[config.mk]
export PLATFORM = sky130hd
export DESIGN_NAME = ctrl_pipe
export DESIGN_NICKNAME = d
export VERILOG_FILES = /design/src/rtl/ctrl_pkg.sv /design/src/rtl/ctrl_decode.sv /design/src/rtl/ctrl_pipe.sv
export SDC_FILE = /design/constraint.sdc
export NUM_CORES = 1
export LEC_CHECK = 0
export BUFFER_PORTS_ARGS = -buffer_cell sky130_fd_sc_hd__buf_2
export CAP_MARGIN = 10
export CORE_UTILIZATION = 40
export DETAILED_ROUTE_END_ITERATION = 16
export HOLD_SLACK_MARGIN = 0.06
export MAX_ROUTING_LAYER = met4
export PLACE_DENSITY = 0.68
export SYNTH_ARGS = -nofsm -noshare
export SYNTH_HDL_FRONTEND = slang
export SYNTH_SLANG_ARGS = --single-unit
[constraint.sdc]
create_clock -name clk -period 2.5 [get_ports clk]
set_input_delay 0.125 -clock clk [delete_from_list [all_inputs] [get_ports clk]]
set_output_delay 0.125 -clock clk [all_outputs]
set_load 0.03 [all_outputs]
[src/rtl/ctrl_pkg.sv]
// Shared definitions for the ctrl_pipe control-signal pipeline: opcodes,
// ALU operation encodings and the per-lane control bundle layout.
package ctrl_pkg;

    localparam int CTRL_W = 13;

    localparam logic [5:0] OP_RTYPE = 6'b000000;
    localparam logic [5:0] OP_LW    = 6'b100011;
    localparam logic [5:0] OP_SW    = 6'b101011;
    localparam logic [5:0] OP_BEQ   = 6'b000100;
    localparam logic [5:0] OP_BNE   = 6'b000101;
    localparam logic [5:0] OP_BGTZ  = 6'b000111;
    localparam logic [5:0] OP_ADDI  = 6'b001000;

    typedef enum logic [2:0] {
        ALU_ADD   = 3'b000,
        ALU_SUB   = 3'b001,
        ALU_RTYPE = 3'b010
    } alu_op_e;

    localparam int B_VALID    = 0;
    localparam int B_ALUOP_LO = 1;
    localparam int B_ALUOP_HI = 3;
    localparam int B_REGDST   = 4;
    localparam int B_BRANCH   = 5;
    localparam int B_MEMREAD  = 6;
    localparam int B_MEMTOREG = 7;
    localparam int B_MEMWRITE = 8;
    localparam int B_ALUSRC   = 9;
    localparam int B_REGWRITE = 10;
    localparam int B_BNE      = 11;
    localparam int B_BGTZ     = 12;

    // Declared MSB first so that the packed layout matches the B_* indices.
    typedef struct packed {
        logic    bgtz;
        logic    bne;
        logic    reg_write;
        logic    alu_src;
        logic    mem_write;
        logic    mem_to_reg;
        logic    mem_read;
        logic    branch;
        logic    reg_dst;
        alu_op_e alu_op;
        logic    valid;
    } ctrl_t;

endpackage

[src/rtl/ctrl_decode.sv]
// Combinational single-lane decoder: opcode + valid -> control bundle and an
// illegal-opcode flag. Invalid or undecodable lanes yield an all-zero bundle.
module ctrl_decode
    import ctrl_pkg::*;
#(
    parameter int OP_W = 6
) (
    input  logic              valid_i,
    input  logic [OP_W-1:0]   opcode_i,
    output logic [CTRL_W-1:0] ctrl_o,
    output logic              illegal_o
);

    ctrl_t ctrl;

    always_comb begin
        // NOTE: every output gets a default before the case, so no path can infer a latch.
        ctrl      = '0;
        illegal_o = 1'b0;
        if (valid_i) begin
            unique case (opcode_i)
                OP_W'(OP_RTYPE): begin
                    ctrl.valid     = 1'b1;
                    ctrl.reg_dst   = 1'b1;
                    ctrl.reg_write = 1'b1;
                    ctrl.alu_op    = ALU_RTYPE;
                end
                OP_W'(OP_LW): begin
                    ctrl.valid      = 1'b1;
                    ctrl.alu_src    = 1'b1;
                    ctrl.mem_read   = 1'b1;
                    ctrl.mem_to_reg = 1'b1;
                    ctrl.reg_write  = 1'b1;
                    ctrl.alu_op     = ALU_ADD;
                end
                OP_W'(OP_SW): begin
                    ctrl.valid     = 1'b1;
                    ctrl.alu_src   = 1'b1;
                    ctrl.mem_write = 1'b1;
                    ctrl.alu_op    = ALU_ADD;
                end
                OP_W'(OP_BEQ): begin
                    ctrl.valid  = 1'b1;
                    ctrl.branch = 1'b1;
                    ctrl.alu_op = ALU_SUB;
                end
                OP_W'(OP_BNE): begin
                    ctrl.valid  = 1'b1;
                    ctrl.branch = 1'b1;
                    ctrl.bne    = 1'b1;
                    ctrl.alu_op = ALU_SUB;
                end
                OP_W'(OP_BGTZ): begin
                    ctrl.valid  = 1'b1;
                    ctrl.branch = 1'b1;
                    ctrl.bgtz   = 1'b1;
                    ctrl.alu_op = ALU_SUB;
                end
                OP_W'(OP_ADDI): begin
                    ctrl.valid     = 1'b1;
                    ctrl.alu_src   = 1'b1;
                    ctrl.reg_write = 1'b1;
                    ctrl.alu_op    = ALU_ADD;
                end
                default: illegal_o = 1'b1;
            endcase
        end
    end

    assign ctrl_o = ctrl;

endmodule

[src/rtl/ctrl_pipe.sv]
// Multi-lane control pipeline ID -> EX -> MEM -> WB with stall/flush bubbles.
// Define CTRL_ILLEGAL_CNT_EN to add the saturating illegal-opcode counter port.
module ctrl_pipe
    import ctrl_pkg::*;
#(
    parameter int LANES = 2,
    parameter int OP_W  = 6
) (
    input  logic                    clk,
    input  logic                    rst,
    input  logic [LANES-1:0]        id_valid,
    input  logic [LANES*OP_W-1:0]   id_opcode,
    input  logic                    stall,
    input  logic                    flush,
    output logic [LANES*CTRL_W-1:0] ex_ctrl,
    output logic [LANES*CTRL_W-1:0] mem_ctrl,
    output logic [LANES*CTRL_W-1:0] wb_ctrl,
`ifdef CTRL_ILLEGAL_CNT_EN
    output logic [LANES-1:0]        id_illegal,
    output logic [15:0]             illegal_cnt
`else
    output logic [LANES-1:0]        id_illegal
`endif
);

    logic [LANES*CTRL_W-1:0] id_ctrl;
    logic [LANES*CTRL_W-1:0] ex_q,  ex_d;
    logic [LANES*CTRL_W-1:0] mem_q, mem_d;
    logic [LANES*CTRL_W-1:0] wb_q,  wb_d;

    for (genvar l = 0; l < LANES; l++) begin : g_lane
        ctrl_decode #(.OP_W(OP_W)) u_decode (
            .valid_i   (id_valid[l]),
            .opcode_i  (id_opcode[l*OP_W +: OP_W]),
            .ctrl_o    (id_ctrl[l*CTRL_W +: CTRL_W]),
            .illegal_o (id_illegal[l])
        );
    end

    // Flush kills both EX and MEM entries and dominates stall; WB always drains.
    always_comb begin
        ex_d  = id_ctrl;
        mem_d = ex_q;
        wb_d  = mem_q;
        if (flush) begin
            ex_d  = '0;
            mem_d = '0;
        end else if (stall) begin
            ex_d  = '0;
        end
    end

    always_ff @(posedge clk) begin
        // NOTE: state registers use non-blocking assignments so every stage samples pre-edge values.
        if (rst) begin
            ex_q  <= '0;
            mem_q <= '0;
            wb_q  <= '0;
        end else begin
            ex_q  <= ex_d;
            mem_q <= mem_d;
            wb_q  <= wb_d;
        end
    end

    assign ex_ctrl  = ex_q;
    assign mem_ctrl = mem_q;
    assign wb_ctrl  = wb_q;

`ifdef CTRL_ILLEGAL_CNT_EN
    logic [15:0] cnt_q, cnt_d;
    logic [16:0] cnt_sum;

    always_comb begin
        cnt_sum = {1'b0, cnt_q} + 17'($countones(id_illegal));
        cnt_d   = cnt_q;
        if (!(stall || flush)) begin
            cnt_d = cnt_sum[16] ? 16'hFFFF : cnt_sum[15:0];
        end
    end

    always_ff @(posedge clk) begin
        if (rst) begin
            cnt_q <= '0;
        end else begin
            cnt_q <= cnt_d;
        end
    end

    assign illegal_cnt = cnt_q;
`endif

endmodule
==> qor.csv <==
stage;metric;value;unit
clock_tree;Post-CTS Setup Bufs;0;
sta;crit share post-route;71.4;%
clock_tree;Post-CTS Hold Buffers;3;
clock_tree;CTS sink cnt;66;
clock_tree;Clk Latency, worst-skew pair;0.32;ns
layout;post-layout net count;297;
logic_synthesis;Adder-Cell Fraction of Synth Area;0;%
layout;diode count;0;
setup_path;CP Cell Sequence;dlygate4sd3_1 -> buf_2 -> a2111oi_0 -> a311oi_1 -> o21a_1 -> buf_2;
layout;post-layout util;57.0;%
sta;Highest Clock Rate;560;MHz
die;Die H;73.6;um
worst_hold_path;Worst Hold Class;in -> reg;
placement;dpl hpwl;2.81;mm
setup_path;Required @ worst endpoint;2.38;ns
logic_synthesis;Synth Area in XOR/XNOR;0;%
sta;Final Skew;0.00416;ns
sta;RSZ-0062 raised after global routing;false;
logic_synthesis;Yosys reg bits;66;
logic_synthesis;Syn Inst Count;186;
logic_synthesis;synth top area cells;dfxtp_1 (64%), nor2b_1 (8.2%), and2_1 (6.7%);
logic_synthesis;post-synthesis compound-gate area fraction;4.45;%
logic_synthesis;largest family of logic cells by synthesized area;simple AND/OR/NAND/NOR gates;
logic_synthesis;most frequent cell after synthesis;dfxtp_1;
route;First-pass DRT Iterations;4;
route;drt total wl;3.77;mm
clock_tree;Clock Tree Buf Depth;2;
clock_tree;CTS tree;done;
logic_synthesis;asr flop ratio synth;0;%
route;Routed wire per std cell;10.7;um
layout;Post-Layout Cell Count;351;
clock_tree;CTS Buf Count;9;
global_route;antenna violations before repair;0;
setup_path;reg2reg start;mem_ctrl[20];
logic_synthesis;simple-gate share of the synthesized area;24.6;%
sta;worst setup margin;0.714;ns
die;Core Area;4820;um2
sta;max-slew violation count;0;
route;post-route ant nets;0;
global_route;largest net degree at the start of global routing;29;
route;vias per cell;4.13;
die;IO Pins;98;
logic_synthesis;Synth Flop Type;dfxtp_1;
route;vias post-DR;1450;
worst_hold_path;Hold Path End;ex_ctrl[25];
die;Die W;73.6;um
clock_tree;Clock transition at path regs;0.06;ns
setup_path;CP Capture Type;output port;
logic_synthesis;synthesized area per cell;11.0;um2
setup_path;r2r worst-path depth;1;
route;DR DRC count;0;
clock_tree;Clock Tree Root;clkbuf_8;
placement;Placer Congestion;0.825;
sta;final setup violation count;0;
logic_synthesis;area leader, netlist;dfxtp_1;
flow_run;max_cap viols;0;
logic_synthesis;Ys Warns;0;
outcome;status;completed;
setup_path;Worst Setup Start Kind;primary input;
logic_synthesis;Netlist cell types;29;
worst_hold_path;Hold Crit Start;id_opcode[6];
logic_synthesis;mapped cell area;2050;um2
layout;Layout area overhead;33.8;%
setup_path;slowest stage delay, CP;0.53;ns
global_route;global route overflow;0;
logic_synthesis;synth cell count leaders;dfxtp_1 (66), nor2b_1 (27), and2_1 (22), buf_4 (14), nor2_1 (11);
setup_path;WP data arrival;1.66;ns
pwr;Pwr Density;750;nW/um2
route;DRT iter0 DRCs;55;
logic_synthesis;top-area cell type share of the netlist area;64.4;%
placement;Post-Place Cells;331;
pwr;P_leak;1.37;nW
global_route;global-route wire length before repair;5.49;mm
setup_path;kind of critical path;in -> out;
layout;FILL cells;450;
sta;Final Hold Vio Count;0;
die;die area;5420;um2
logic_synthesis;multiplexer share of the synthesized area;0;%
placement;DP Worst Slack;1.03;ns
placement;port bufs;91;
clock_tree;post_cts resized;0;
setup_path;RR Endpoint;wb_ctrl[20];
pwr;Max VDD drop;0.350;mV
die;Starting Density;42.6;%
logic_synthesis;Post-synth EDFFs;0;
global_route;total track usage;14.5;%
die;FP Rows;25;
worst_hold_path;WHS Path Cells;3;
setup_path;Slowest-stage cell, CP;dlygate4sd3_1;
sta;Final min period;1.79;ns
clock_tree;H-tree Lvls;3;
setup_path;cell mode on critical path;buf_2;
logic_synthesis;Seq/Total Area, Yosys;64.4;%
setup_path;worst reg2reg setup slack;1.94;ns
sta;final setup TNS;0;ns
layout;layout cells sized above 1;38.4;%
global_route;vias in the first global route;1202;
setup_path;worst-path fanout max;7;
## how the worst max path moves through the flow
stage / from / to / slack, ns / cells after the start
2_1_floorplan: id_opcode[3] / id_illegal[0] / 1.47 / 4
3_3_place_gp: rst / ex_ctrl[15] / 1.09 / 4
3_5_place_dp: rst / ex_ctrl[17] / 1.03 / 4
4_1_cts: id_opcode[3] / id_illegal[0] / 0.71 / 6
5_1_grt: id_opcode[3] / id_illegal[0] / 0.63 / 6
6_report: id_opcode[3] / id_illegal[0] / 0.71 / 6
## worst max-delay path: cells and delay by family
family	cells	cell delay (ns)
AOI/OAI and AO/OA	3	0.68
buffers and inverters	3	0.86
## final cells by class
class                   instances  area (um2)  area share [%]
clock buffers                  15         186            6.79
clock inverters                 1        30.0            1.09
inverters                       3        11.3           0.410
multi-input cells             104         618            22.5
flip-flops and latches         66        1320            48.1
well taps                      67        83.8            3.05
repair buffers                 95         495            18.0
## flip-flops by register name, indices dropped and copies added, names as in the netlist
register	count
mem_ctrl	22
wb_ctrl	22
ex_ctrl	22
## per-stage QoR
step | hold slack [ns] | total power (W) | area [um2]
2_1_floorplan | 0.197 | 0.00114 | 2070
3_3_place_gp | 0.359 | 0.00116 | 2490
3_5_place_dp | 0.360 | 0.00116 | 2490
4_1_cts | 0.0626 | 0.00208 | 2740
5_1_grt | 0.0695 | 0.00214 | 2750
6_report | 0.0777 | 0.00206 | 2750
## cell families after synthesis
family                 count (synthesis)
AND/OR/NAND/NOR                       85
flip-flops                            66
buffers and inverters                 21
AO/OA/AOI/OAI                         13
other                                  1
## report_power, final
part	switching (W)	total [W]	internal (W)
registers	0.000000518	0.00105	0.00105
logic	0.0000586	0.0000873	0.0000287
clock network	0.000348	0.000919	0.000571
## per-layer routing
layer	routed length [um]	global-route usage (%)	vias up
li1	-	-	774
met1	1740	17.4	624
met2	1790	20.7	47
met3	195	5.35	5
met4	45	8.97	0
met5	0	-	-
## placed cells by master (no fill, tap or decap), drive strengths merged
master,instances
nor3,9
o21a,3
nor2b,27
nor2,12
conb,6
or3,2
buf,91
o31ai,1
dfxtp,66
a21oi,3
nand2,3
o21ai,2
o21ba,1
clkbuf,15
a311oi,1
nand3,3
a2111oi,1
bufinv,1
and3,1
nor3b,2
o2bb2ai,1
and4b,1
nand4,2
inv,3
and2,22
dlygate4sd3,4
nand3b,1
Note: power is estimated with default switching activity, not from simulation.
